==> config.mk <==
export PLATFORM = sky130hd
export DESIGN_NAME = edram_port_master_flat
export DESIGN_NICKNAME = d
export VERILOG_FILES = /design/src/rtl/edram_pkg.sv /design/src/rtl/edram_port_master_if.sv /design/src/rtl/edram_lane_steer.sv /design/src/rtl/edram_port_master.sv /design/src/flat_wrapper.sv
export SDC_FILE = /design/constraint.sdc
export NUM_CORES = 1
export LEC_CHECK = 0
export CORE_ASPECT_RATIO = 0.8
export CORE_MARGIN = 3
export CORE_UTILIZATION = 25
export CTS_BUF_LIST = sky130_fd_sc_hd__clkbuf_4
export CTS_CLUSTER_DIAMETER = 60
export DETAILED_ROUTE_END_ITERATION = 10
export GPL_TIMING_DRIVEN = 1
export PLACE_DENSITY = 0.64
export SLEW_MARGIN = 15
export SYNTH_ARGS = -nofsm -noshare
export SYNTH_HDL_FRONTEND = slang
export SYNTH_SLANG_ARGS = --single-unit
==> constraint.sdc <==
create_clock -name clk -period 3 [get_ports clk]
set_input_delay 0.3 -clock clk [delete_from_list [all_inputs] [get_ports clk]]
set_output_delay 0.3 -clock clk [all_outputs]
set_load 0.1 [all_outputs]
==> src/rtl/edram_pkg.sv <==
// Shared constants, FSM state encoding and payload types for the eDRAM port master.
package edram_pkg;

    localparam int unsigned EDRAM_WIDTH    = 64;
    localparam int unsigned EDRAM_DEPTH    = 4096;
    localparam int unsigned ARR_INST_WIDTH = 2;
    localparam int unsigned LINE_W         = EDRAM_WIDTH * ARR_INST_WIDTH;
    localparam int unsigned BE_W           = LINE_W / 8;
    localparam int unsigned WORD_W         = 32;
    localparam int unsigned LANES          = LINE_W / WORD_W;

    typedef enum logic [2:0] {
        ST_IDLE    = 3'd0,
        ST_WR      = 3'd1,
        ST_RD      = 3'd2,
        ST_RD_WAIT = 3'd3,
        ST_RESP    = 3'd4
    } state_e;

    // Response error codes reported on core_err
    localparam logic ERR_OK      = 1'b0;
    localparam logic ERR_RANGE   = 1'b1;
    localparam logic ERR_TIMEOUT = 1'b1;

    // One full-line write beat as presented to the eDRAM
    typedef struct packed {
        logic [LINE_W-1:0] data;
        logic [BE_W-1:0]   be;
    } wr_beat_t;

endpackage

==> src/rtl/edram_port_master_if.sv <==
// Core-side request/response and eDRAM-side line port bundled together.
interface edram_port_master_if
    import edram_pkg::*;
#(
    parameter int unsigned ARR_DEPTH_W = 12
) ();

    logic                   core_req;
    logic                   core_gnt;
    logic                   core_we;
    logic [31:0]            core_addr;
    logic [3:0]             core_be;
    logic [WORD_W-1:0]      core_wdata;
    logic                   core_rvalid;
    logic [WORD_W-1:0]      core_rdata;
    logic                   core_err;

    logic                   rvalid;
    logic [ARR_DEPTH_W-1:0] raddr;
    logic                   rready;
    logic [LINE_W-1:0]      rdata;
    logic                   wvalid;
    logic [ARR_DEPTH_W-1:0] waddr;
    logic [LINE_W-1:0]      wdata;
    logic [BE_W-1:0]        wbe;
    logic                   wready;

    // View of the port master itself
    modport master (
        input  core_req, core_we, core_addr, core_be, core_wdata,
        output core_gnt, core_rvalid, core_rdata, core_err,
        output rvalid, raddr, wvalid, waddr, wdata, wbe,
        input  rready, rdata, wready
    );

    // View of the surrounding core and eDRAM subsystem
    modport slave (
        output core_req, core_we, core_addr, core_be, core_wdata,
        input  core_gnt, core_rvalid, core_rdata, core_err,
        input  rvalid, raddr, wvalid, waddr, wdata, wbe,
        output rready, rdata, wready
    );

endinterface

==> src/rtl/edram_lane_steer.sv <==
// Maps a 32-bit word onto a 128-bit line: write replication/byte-enable shift and read lane select.
module edram_lane_steer
    import edram_pkg::*;
(
    input  logic [1:0]        wr_lane,
    input  logic [3:0]        be,
    input  logic [WORD_W-1:0] wdata,
    input  logic [1:0]        rd_lane,
    input  logic [LINE_W-1:0] rline,
    output wr_beat_t          beat_c,
    output logic [WORD_W-1:0] rword_c
);

    always_comb begin
        beat_c.data = {LANES{wdata}};
        beat_c.be   = BE_W'(be) << {wr_lane, 2'b00};
        rword_c     = rline[{rd_lane, 5'b00000} +: WORD_W];
    end

endmodule

==> src/rtl/edram_port_master.sv <==
// Single-outstanding initiator turning 32-bit core requests into 128-bit eDRAM line accesses.
module edram_port_master
    import edram_pkg::*;
#(
    parameter int unsigned ARR_INST_DEPTH = 1,
    parameter int unsigned RD_LAT         = 1,
    parameter int unsigned TIMEOUT        = 255
) (
    input  logic                clk,
    input  logic                rst,
    edram_port_master_if.master bus
);

    localparam int unsigned ARR_DEPTH   = EDRAM_DEPTH * ARR_INST_DEPTH;
    localparam int unsigned ARR_DEPTH_W = $clog2(ARR_DEPTH);
    localparam int unsigned LAT_W       = (RD_LAT < 2) ? 1 : $clog2(RD_LAT + 1);
    localparam int unsigned TO_W        = (TIMEOUT < 2) ? 1 : $clog2(TIMEOUT + 1);

    state_e                 state;
    logic [1:0]             lane_q;
    logic [LAT_W-1:0]       lat_cnt;
    logic [TO_W-1:0]        wait_cnt;

    logic                   accept_c;
    logic                   oor_c;
    logic                   timeout_c;
    logic                   lat_done_c;
    logic [ARR_DEPTH_W-1:0] line_c;
    wr_beat_t               beat_c;
    logic [WORD_W-1:0]      rword_c;

    assign bus.core_gnt = (state == ST_IDLE);
    assign accept_c     = bus.core_req && (state == ST_IDLE);
    assign line_c       = bus.core_addr[ARR_DEPTH_W+3:4];
    assign oor_c        = {4'b0000, bus.core_addr[31:4]} >= ARR_DEPTH;
    // Abort fires in the cycle whose missing ready would bring the wait count up to TIMEOUT
    assign timeout_c    = (TIMEOUT != 0) && ((32'(wait_cnt) + 32'd1) >= TIMEOUT);
    assign lat_done_c   = (32'(lat_cnt) == RD_LAT);

    edram_lane_steer u_steer (
        .wr_lane (bus.core_addr[3:2]),
        .be      (bus.core_be),
        .wdata   (bus.core_wdata),
        .rd_lane (lane_q),
        .rline   (bus.rdata),
        .beat_c  (beat_c),
        .rword_c (rword_c)
    );

    always_ff @(posedge clk) begin
        if (rst) begin
            state           <= ST_IDLE;
            lane_q          <= '0;
            lat_cnt         <= '0;
            wait_cnt        <= '0;
            bus.core_rvalid <= 1'b0;
            bus.core_rdata  <= '0;
            bus.core_err    <= 1'b0;
            bus.rvalid      <= 1'b0;
            bus.raddr       <= '0;
            bus.wvalid      <= 1'b0;
            bus.waddr       <= '0;
            bus.wdata       <= '0;
            bus.wbe         <= '0;
        end else begin
            bus.core_rvalid <= 1'b0;
            case (state)
                ST_IDLE: begin
                    if (accept_c) begin
                        lane_q   <= bus.core_addr[3:2];
                        wait_cnt <= '0;
                        lat_cnt  <= '0;
                        if (oor_c) begin
                            state          <= ST_RESP;
                            bus.core_rdata <= '0;
                            bus.core_err   <= ERR_RANGE;
                        end else if (bus.core_we) begin
                            state      <= ST_WR;
                            bus.wvalid <= 1'b1;
                            bus.waddr  <= line_c;
                            bus.wdata  <= beat_c.data;
                            bus.wbe    <= beat_c.be;
                        end else begin
                            state      <= ST_RD;
                            bus.rvalid <= 1'b1;
                            bus.raddr  <= line_c;
                        end
                    end
                end
                ST_WR: begin
                    if (bus.wready || timeout_c) begin
                        state           <= ST_RESP;
                        bus.wvalid      <= 1'b0;
                        bus.core_rvalid <= 1'b1;
                        bus.core_rdata  <= '0;
                        bus.core_err    <= bus.wready ? ERR_OK : ERR_TIMEOUT;
                    end else begin
                        wait_cnt <= wait_cnt + TO_W'(1);
                    end
                end
                ST_RD: begin
                    if (bus.rready) begin
                        bus.rvalid <= 1'b0;
                        if (RD_LAT == 0) begin
                            state           <= ST_RESP;
                            bus.core_rvalid <= 1'b1;
                            bus.core_rdata  <= rword_c;
                            bus.core_err    <= ERR_OK;
                        end else begin
                            state   <= ST_RD_WAIT;
                            lat_cnt <= LAT_W'(1);
                        end
                    end else if (timeout_c) begin
                        state           <= ST_RESP;
                        bus.rvalid      <= 1'b0;
                        bus.core_rvalid <= 1'b1;
                        bus.core_rdata  <= '0;
                        bus.core_err    <= ERR_TIMEOUT;
                    end else begin
                        wait_cnt <= wait_cnt + TO_W'(1);
                    end
                end
                ST_RD_WAIT: begin
                    if (lat_done_c) begin
                        state           <= ST_RESP;
                        bus.core_rvalid <= 1'b1;
                        bus.core_rdata  <= rword_c;
                        bus.core_err    <= ERR_OK;
                    end else begin
                        lat_cnt <= lat_cnt + LAT_W'(1);
                    end
                end
                ST_RESP: begin
                    // Range errors arrive without a pulse queued, so they spend one cycle raising it
                    if (bus.core_rvalid) begin
                        state <= ST_IDLE;
                    end else begin
                        bus.core_rvalid <= 1'b1;
                    end
                end
                default: state <= ST_IDLE;
            endcase
        end
    end

endmodule

==> src/flat_wrapper.sv <==
// flat-port wrapper written by rule: the top's interface ports become plain ports
module edram_port_master_flat import edram_pkg::*;
#(
    parameter int unsigned ARR_INST_DEPTH = 1,
    parameter int unsigned RD_LAT         = 1,
    parameter int unsigned TIMEOUT        = 255
)
  (clk, rst, bus_core_req, bus_core_we, bus_core_addr, bus_core_be, bus_core_wdata, bus_core_gnt, bus_core_rvalid, bus_core_rdata, bus_core_err, bus_rvalid, bus_raddr, bus_wvalid, bus_waddr, bus_wdata, bus_wbe, bus_rready, bus_rdata, bus_wready);
  edram_port_master_if #(.ARR_DEPTH_W(12)) bus_i ();
  input  logic clk;
  input  logic rst;
  input wire logic [$bits(bus_i.core_req)-1:0] bus_core_req;
  input wire logic [$bits(bus_i.core_we)-1:0] bus_core_we;
  input wire logic [$bits(bus_i.core_addr)-1:0] bus_core_addr;
  input wire logic [$bits(bus_i.core_be)-1:0] bus_core_be;
  input wire logic [$bits(bus_i.core_wdata)-1:0] bus_core_wdata;
  output wire logic [$bits(bus_i.core_gnt)-1:0] bus_core_gnt;
  output wire logic [$bits(bus_i.core_rvalid)-1:0] bus_core_rvalid;
  output wire logic [$bits(bus_i.core_rdata)-1:0] bus_core_rdata;
  output wire logic [$bits(bus_i.core_err)-1:0] bus_core_err;
  output wire logic [$bits(bus_i.rvalid)-1:0] bus_rvalid;
  output wire logic [$bits(bus_i.raddr)-1:0] bus_raddr;
  output wire logic [$bits(bus_i.wvalid)-1:0] bus_wvalid;
  output wire logic [$bits(bus_i.waddr)-1:0] bus_waddr;
  output wire logic [$bits(bus_i.wdata)-1:0] bus_wdata;
  output wire logic [$bits(bus_i.wbe)-1:0] bus_wbe;
  input wire logic [$bits(bus_i.rready)-1:0] bus_rready;
  input wire logic [$bits(bus_i.rdata)-1:0] bus_rdata;
  input wire logic [$bits(bus_i.wready)-1:0] bus_wready;
  assign bus_i.core_req = bus_core_req;
  assign bus_i.core_we = bus_core_we;
  assign bus_i.core_addr = bus_core_addr;
  assign bus_i.core_be = bus_core_be;
  assign bus_i.core_wdata = bus_core_wdata;
  assign bus_core_gnt = bus_i.core_gnt;
  assign bus_core_rvalid = bus_i.core_rvalid;
  assign bus_core_rdata = bus_i.core_rdata;
  assign bus_core_err = bus_i.core_err;
  assign bus_rvalid = bus_i.rvalid;
  assign bus_raddr = bus_i.raddr;
  assign bus_wvalid = bus_i.wvalid;
  assign bus_waddr = bus_i.waddr;
  assign bus_wdata = bus_i.wdata;
  assign bus_wbe = bus_i.wbe;
  assign bus_i.rready = bus_rready;
  assign bus_i.rdata = bus_rdata;
  assign bus_i.wready = bus_wready;
  edram_port_master #(.ARR_INST_DEPTH(ARR_INST_DEPTH), .RD_LAT(RD_LAT), .TIMEOUT(TIMEOUT)) u_core (.clk(clk), .rst(rst), .bus(bus_i));
endmodule
==> results.md, run 1 <==
- The flow ran to the end, and the final reports show no timing, DRC or antenna violations.
- The pin count of the biggest net entering global routing is 66.
- The count of standard-cell rows is 51.
- Following the worst setup path forward leads to its endpoint at u_core.bus.core_rdata[20]$_SDFFE_PP0P_.
- The worst slack after detailed placement is 0.178 ns.
- The pin slew with the least headroom to its limit is 0.976 ns.
- The predominant post-synthesis flop cell is sky130_fd_sc_hd__dfxtp_1.
- The worst setup path is launched from a register.
- The endpoint of the worst register-to-register path is u_core.bus.core_rdata[20]$_SDFFE_PP0P_.
- The critical path start-end classification is register to register.
- The first global-routing pass estimated 34500 um of wire.
- The largest area contributor in the netlist is sky130_fd_sc_hd__dfxtp_1.
- The flop-to-flop setup slack is 0.29 ns.
- The total instance count after detailed placement is 1322.
- The number of resized instances in the post-cts repair step is 0.
- Setup violations remaining at the end of the flow were counted as 0.
- The final sum of negative setup slack is 0 ns.
- The clock-pin slew reported for the worst setup and hold paths after clock tree synthesis is 0.12 ns.
- The setup skew after layout is 0.0230 ns.
- The post-route antenna net violation count is 0.
- The worst hold path belongs to the class input port to register.
- The aggregate global-route resource usage is 0.159.
- The via count of the first global-routing pass is 5930.
- The layout overhead on the synthesized area is 53.3%.
- The number of sinks on the clock net is 122.
- The mapped netlist covers 0.00644 mm^2.
- The average wire per cell in the routed design is 17.5 um.
- Data on the critical path is required at its endpoint by 3.35 ns.
- The number of synthesized flops with an enable pin is 0.
- The residual DRC count is 0.
- In this run the worst setup path begins at u_core.wait_cnt[1]$_SDFFE_PP0P_.
- The most frequent standard cell in the layout excluding fill and tap cells is sky130_fd_sc_hd__buf_4.
- Setup repair after global routing left no endpoint under its margin.
- For this design the ratio of total power to cell area is 341 mW/mm^2.
- The clock tree from TritonCTS is yes.
- The total overflow left after global routing is 0.
- The setup slack of the critical path after layout is 0.285 ns.
- The number of buffers inserted by hold repair at cts is 0.
- At the end of the flow the core is filled with cells to 0.398.
- The clock network latency to the later pin of the worst-skew pair is 0.52 ns.
- The depth of the worst register-to-register path is 7.
- The die is 150 um tall.
- The synthesized net count is 936.
- In the finished design, the share of the clock period the worst path needs comes to 0.905.
- The clock passes through at most 2 buffers.
- For this run, the register share of the synthesized area comes to 0.379.
- Using the TritonRoute via totals, the vias-per-cell ratio works out to 4.60.
- The number of vias after detailed routing is 6224.
- Clock tree synthesis selected as its root buffer the cell sky130_fd_sc_hd__clkbuf_4.
- The share of Yosys cell area claimed by the top area cell type is 0.379.
- The final HPWL from detailed placement is 17800 um.
- The number of library cell types mapped by synthesis is 53.
- The max-slew violation total from the final report is 0.
- The number of nets in the final layout is 1227.
- The smallest clock period supported by the final layout is computed as 2.71 ns.
- In this run the post-CTS setup repair buffer count came out at 0.
- The average footprint of a synthesized cell is 8.80 um^2.
- The number of max-cap violations is 0.
- The initial standard-cell utilization of the core is 0.259.
- The worst setup path is captured at a register.
- The number of inserted filler cells in the final layout is 2496.
- In the layout the commonest cells are sky130_fd_sc_hd__buf_4, sky130_fd_sc_hd__clkdlybuf4s50_1, sky130_fd_sc_hd__dfxtp_1.
- CTS built an H-tree with a depth of 4.
- The total I/O pin count is 407.
- The first detailed-routing pass took 4 iterations.
- The weighted congestion at the end of routability-driven global placement is 0.808.
- The final cell count without fillers is 1354.
- During synthesis, Yosys emitted a total of 0 warnings.
- STA puts the critical path data arrival time at 3.06 ns.
- The die is 185 um wide.
- For this run, asynchronously set or reset flops after synthesis account for 0.
- The maximum operating frequency is 368 MHz.
- The final count of hold timing violations is 0.
- Sorting the synthesized cells by area gives the leading types as sky130_fd_sc_hd__dfxtp_1, sky130_fd_sc_hd__buf_4, sky130_fd_sc_hd__mux4_2.
- In this run the tightest slew margin relative to its limit is 0.348.
- The number of antenna violations at the first check in global routing is 0.
- Of the cells placed in the final design, the portion with a size suffix greater than 1 is 0.282.
- In this run, synthesis produced a sequential element count of 122.
- The core area is 0.0248 mm^2.
- Port buffering added 404 buffers.
- The number of DRC markers after the initial detailed-route iteration is 254.
- Summed over all layers, the routed wires come to 23600 um.
- The maximum resistive drop on vdd is 0.273 mV.
- The critical-path maximum fanout is 34.
- In this run the critical register-to-register path is launched from u_core.wait_cnt[1]$_SDFFE_PP0P_.
- Synthesis produced 732 cells.
- Counting the buffers created by CTS gives 17.
- Summed over all cells, the static leakage comes to 3.76 nW.
- The floorplan step defined a die boundary enclosing 0.0277 mm^2.
- The number of antenna diodes in the final layout is 0.
==> routing by layer <==
metal  part of all wire  track usage
met5                  0            0
met4             0.0087       0.0274
met3              0.075       0.0503
met2               0.49        0.270
met1               0.42        0.203
==> synthesized netlist by cell type, drive strengths merged, types with 5 or more instances <==
master,number
mux2i,14
nand2,115
o21ai,42
clkbuf,31
nand4,5
nand2b,38
nor2,28
o311ai,5
nor4,6
mux4,32
a21oi,72
buf,114
dfxtp,122
nor2b,7
nand3,53
==> where the power goes <==
part / switching (mW) / leakage (nW) / total, mW / internal (mW)
Combinational: 0.187 / 2.63 / 0.519 / 0.332
Sequential: 0.0108 / 0.984 / 1.64 / 1.63
Clock: 0.705 / 0.146 / 1.21 / 0.507
Total: 0.903 / 3.76 / 3.37 / 2.46
==> stage by stage <==
| stage | instance area [um^2] | hold slack, ns | power [mW] |
|---|---|---|---|
| 3_3_place_gp | 9580 | 0.440 | 2.19 |
| 6_report | 9870 | 0.298 | 3.37 |
| 5_1_grt | 9870 | 0.229 | 3.53 |
| 2_1_floorplan | 6440 | 0.436 | 1.87 |
| 3_5_place_dp | 9580 | 0.445 | 2.19 |
| 4_1_cts | 9870 | 0.226 | 3.43 |
==> worst max-delay path: stages, from the launching register on <==
cell and delay (ns):
sky130_fd_sc_hd__dfxtp_1 0.45, sky130_fd_sc_hd__ha_1 0.28, sky130_fd_sc_hd__and3_1 0.26, sky130_fd_sc_hd__xor2_1 0.17, sky130_fd_sc_hd__o2111ai_1 0.17, sky130_fd_sc_hd__o21a_1 0.27, sky130_fd_sc_hd__a21boi_4 0.71, sky130_fd_sc_hd__o21ai_0 0.23
==> cell type report <==
class | count | area, um^2 | area share
Clock buffer | 18 | 135 | 0.0137
Clock inverter | 14 | 149 | 0.0151
Inverter | 3 | 11.3 | 0.00114
Multi-Input combinational cell | 462 | 3050 | 0.309
Sequential cell | 122 | 2440 | 0.248
Tap cell | 318 | 398 | 0.0403
Timing Repair Buffer | 417 | 3680 | 0.373
==> cell families (layout without fill, tap and decap cells) <==
kind of cell / count (synthesis) / count (layout) / synth area share
AO/OA/AOI/OAI: 138 / 138 / 0.122
multiplexers: 49 / 49 / 0.139
AND/OR/NAND/NOR: 272 / 272 / 0.205
adder cells (fa/ha/maj): 2 / 2 / 0.00389
XOR/XNOR: 1 / 1 / 0.00136
buffers and inverters: 148 / 452 / 0.149
flip-flops: 122 / 122 / 0.379
==> flip-flops by register name, indices dropped and copies added, names as in the netlist <==
register,count
u_core.bus.wdata,32
u_core.lane_q,2
u_core.wait_cnt,8
u_core.bus.raddr,12
u_core.bus.wbe,16
u_core.bus.wvalid,1
u_core.bus.core_err,1
u_core.state,3
u_core.bus.core_rdata,32
u_core.bus.rvalid,1
u_core.lat_cnt,1
u_core.bus.core_rvalid,1
u_core.bus.waddr,12
==> how the worst min path moves through the flow <==
stage	start	end	slack (ns)	cells after the start
global route	rst	u_core.bus.raddr[9]$_SDFFE_PP0P_	0.23	2
CTS	rst	u_core.bus.raddr[9]$_SDFFE_PP0P_	0.23	2
global placement	u_core.bus.wbe[13]$_SDFFE_PP0P_	u_core.bus.wbe[13]$_SDFFE_PP0P_	0.44	2
finish	rst	u_core.bus.raddr[9]$_SDFFE_PP0P_	0.30	2
detailed placement	u_core.bus.wbe[15]$_SDFFE_PP0P_	u_core.bus.wbe[15]$_SDFFE_PP0P_	0.45	2
floorplan	bus_core_addr[4]	u_core.bus.waddr[0]$_SDFFE_PP0P_	0.44	2
(Power assumes the default switching activity.)
==> run 2, diff against run 1 <==
MAX_ROUTING_LAYER = met4   (was not set)
==> run 2 against run 1 <==
Count of clock-buffer cells in the layout is the same. Non-clock buffer count unchanged. Critical path type unchanged. Global-route usage increased by 0.45 points. Final cell count is the same. Total power about the same.
==> results.md, run 2 (synthesis results as in run 1) <==
- Leaving out fill and tap cells, the most frequent cells in the layout are sky130_fd_sc_hd__buf_4, sky130_fd_sc_hd__clkdlybuf4s50_1, sky130_fd_sc_hd__dfxtp_1.
- The final count of hold timing violations is 0 (unchanged).
- The pin slew with the least headroom to its limit is 0.975 ns (-0.000811 ns).
- The width of the die came to 185 um (unchanged).
- The via count of the first global-routing pass was 5946 (+0.27%).
- The global-route wire length before repair is 34400 um (-0.28%).
- Traced cell by cell, the critical path runs through ha_1 -> and3_1 -> xor2_1 -> o2111ai_1 -> o21a_1 -> a21boi_4 -> o21ai_0.
- The number of buffers added on ports is 404 (unchanged).
- The setup skew after layout came to 0.0226 ns (-0.000417 ns).
- The classification of the worst-slack hold path is input port to register.
- The clock root buffer master is sky130_fd_sc_hd__clkbuf_4.
- The average wire per cell in the routed design is 17.5 um (+0.43%).
- The mean number of vias per cell is 4.60 (about the same).
- The cell area reported after detailed placement is 0.00958 mm^2 (unchanged).
- The internal power summed over all cells is 2.46 mW (about the same).
- The number of inserted filler cells in the final layout is 2496 (unchanged).
- The worst setup path is captured at a register.
- The dominant delay contributor by cell family on the critical path is compound AO/OA/AOI/OAI gates.
- The total wirelength of the detailed-routed design is 23700 um (+0.43%).
- Setup repair after global routing left no endpoint under its margin.
- The leakage power figure came to 3.76 nW (unchanged).
- The total setup buffers inserted after CTS is 0 (unchanged).
- The post-route antenna net violation count is 0 (unchanged).
- The sequential share of power is 0.486 (about the same).
- The max-slew violation total from the final report came to 0 (unchanged).
- The final HPWL from detailed placement is 17800 um (unchanged).
- The pin count of the biggest net entering global routing is 66 (unchanged).
- The total I/O pin count was 407 (unchanged).
- The maximum clock insertion buffer count is 2 (unchanged).
- The floorplan die area is 0.0277 mm^2 (unchanged).
- The sum of overflow across all layers after global routing was 0 (unchanged).
- The fraction of power consumed by the clock network is 0.360 (about the same).
- The number of buffers inserted by hold repair at cts is 0 (unchanged).
- The number of buffers and inverters on the critical path is 0 (unchanged).
- The final instance area came to 0.00987 mm^2 (unchanged).
- STA classifies the critical path startpoint as a register.
- The clock-pin slew reported for the worst setup and hold paths after clock tree synthesis is 0.12 ns (about the same).
- The maximum level of the CTS H-tree is 4 (unchanged).
- The flow ran to the end, and the final reports show no timing, DRC or antenna violations.
- The normalized max-slew margin was 0.348 (+0.000542).
- The largest registers in the layout are u_core.bus.core_rdata (32), u_core.bus.wdata (32), u_core.bus.wbe (16).
- The antenna cell count is 0 (unchanged).
- The number of vias after detailed routing was 6229 (+0.080%).
- The data required time of the worst path is 3.34 ns (about the same).
- The number of max-cap violations is 0 (unchanged).
- The residual DRC count came to 0 (unchanged).
- The number of antenna violations at the first check in global routing was 0 (unchanged).
- The maximum operating frequency is 367 MHz (-0.30%).
- The shortest period the worst path allows is 2.72 ns (+0.00816 ns).
- The core area was 0.0248 mm^2 (unchanged).
- The power per unit of standard cell area is 341 mW/mm^2 (about the same).
- The switching power share of the total is 0.268 (about the same).
- The reported net switching power came to 0.904 mW (+0.12%).
- The number of DRC markers after the initial detailed-route iteration is 275 (+8.3%).
- The number of clock buffers inserted by TritonCTS is 17 (unchanged).
- The number of nets in the final layout is 1227 (unchanged).
- The weighted congestion at the end of routability-driven global placement is 0.820 (+1.6%).
- TritonCTS built the clock tree.
- The share of the clock period used by the worst path is 0.908 (+0.00272).
- The initial standard-cell utilization of the core is 0.259 (unchanged).
- The number of resized instances in the post-cts repair step was 0 (unchanged).
- The count of standard-cell rows is 51 (unchanged).
- The clock network latency to the later pin of the worst-skew pair is 0.52 ns (about the same).
- The maximum resistive drop on vdd is 0.273 mV (+0.22%).
- The cell with the largest stage delay on the worst path is sky130_fd_sc_hd__a21boi_4.
- The final setup violation count is 0 (unchanged).
- The critical path data arrival time is 3.07 ns (about the same).
- The most frequent standard cell in the layout excluding fill and tap cells is sky130_fd_sc_hd__buf_4.
- The critical-path maximum fanout is 34 (unchanged).
- The fraction of layout instances using a drive strength above 1 is 0.282 (unchanged).
- The critical path start-end classification is register to register.
- The vertical die dimension is 150 um (unchanged).
- The aggregate global-route resource usage is 0.164 (+0.00448).
- The length of the first detailed-routing pass in iterations is 4 (unchanged).
- The layout overhead on the synthesized area was 53.3% (unchanged).
- The largest stage delay on the critical path came to 0.71 ns (about the same).
- The final sum of negative setup slack is 0 ns (unchanged).
- The part of the power in combinational logic is 0.154 (about the same).
- The number of sinks on the clock net is 122 (unchanged).
run 2: final cells by class:
cell class	count	area, um^2	area share
multi-input combinational	462	3050	0.309
sequential	122	2440	0.248
clock buffer	18	135	0.0137
inverter	3	11.3	0.00114
tap	318	398	0.0403
clock inverter	14	149	0.0151
timing repair buffer	417	3680	0.373
run 2: worst paths after layout:
kind / endpoint / from / cells past startpoint / slack [ns]
max: u_core.bus.core_rdata[20]$_SDFFE_PP0P_ / u_core.wait_cnt[1]$_SDFFE_PP0P_ / 7 / 0.28
min: u_core.bus.raddr[9]$_SDFFE_PP0P_ / rst / 2 / 0.30
max reg2reg: u_core.bus.core_rdata[20]$_SDFFE_PP0P_ / u_core.wait_cnt[1]$_SDFFE_PP0P_ / 7 / 0.28
min reg2reg: u_core.bus.wbe[15]$_SDFFE_PP0P_ / u_core.bus.wbe[15]$_SDFFE_PP0P_ / 2 / 0.46
run 2: metrics by stage:
| step | utilization | hold slack [ns] | instances | worst slack (ns) | power (mW) |
|---|---|---|---|---|---|
| after floorplan | - | 0.436 | 732 | 0.0878 | 1.87 |
| after global placement | 0.386 | 0.440 | 1322 | 0.201 | 2.19 |
| after detailed placement | 0.386 | 0.445 | 1322 | 0.178 | 2.19 |
| after CTS | 0.398 | 0.226 | 1354 | 0.250 | 3.43 |
| after global routing | 0.398 | 0.227 | 1354 | 0.00662 | 3.53 |
| final | 0.398 | 0.298 | 1354 | 0.277 | 3.37 |
run 2: power groups by stage:
stage / logic, mW / registers (mW) / clock network (mW)
finish: 0.519 / 1.64 / 1.21
CTS: 0.523 / 1.64 / 1.27
floorplan: 0.192 / 1.68 / 0
global route: 0.551 / 1.64 / 1.34
detailed placement: 0.521 / 1.67 / 0
global placement: 0.517 / 1.67 / 0
run 2: worst reg2reg max path: stages (launching register included):
cell	delay [ns]
sky130_fd_sc_hd__dfxtp_1	0.45
sky130_fd_sc_hd__ha_1	0.28
sky130_fd_sc_hd__and3_1	0.26
sky130_fd_sc_hd__xor2_1	0.17
sky130_fd_sc_hd__o2111ai_1	0.17
sky130_fd_sc_hd__o21a_1	0.27
sky130_fd_sc_hd__a21boi_4	0.71
sky130_fd_sc_hd__o21ai_0	0.26
run 2: metal layers:
metal	vias to the layer above	part of all wire	track usage
met5	-	0	-
met4	0	0.0085	0.0259
met3	14	0.070	0.0481
met2	206	0.49	0.272
met1	2980	0.43	0.202
li1	3029	-	-
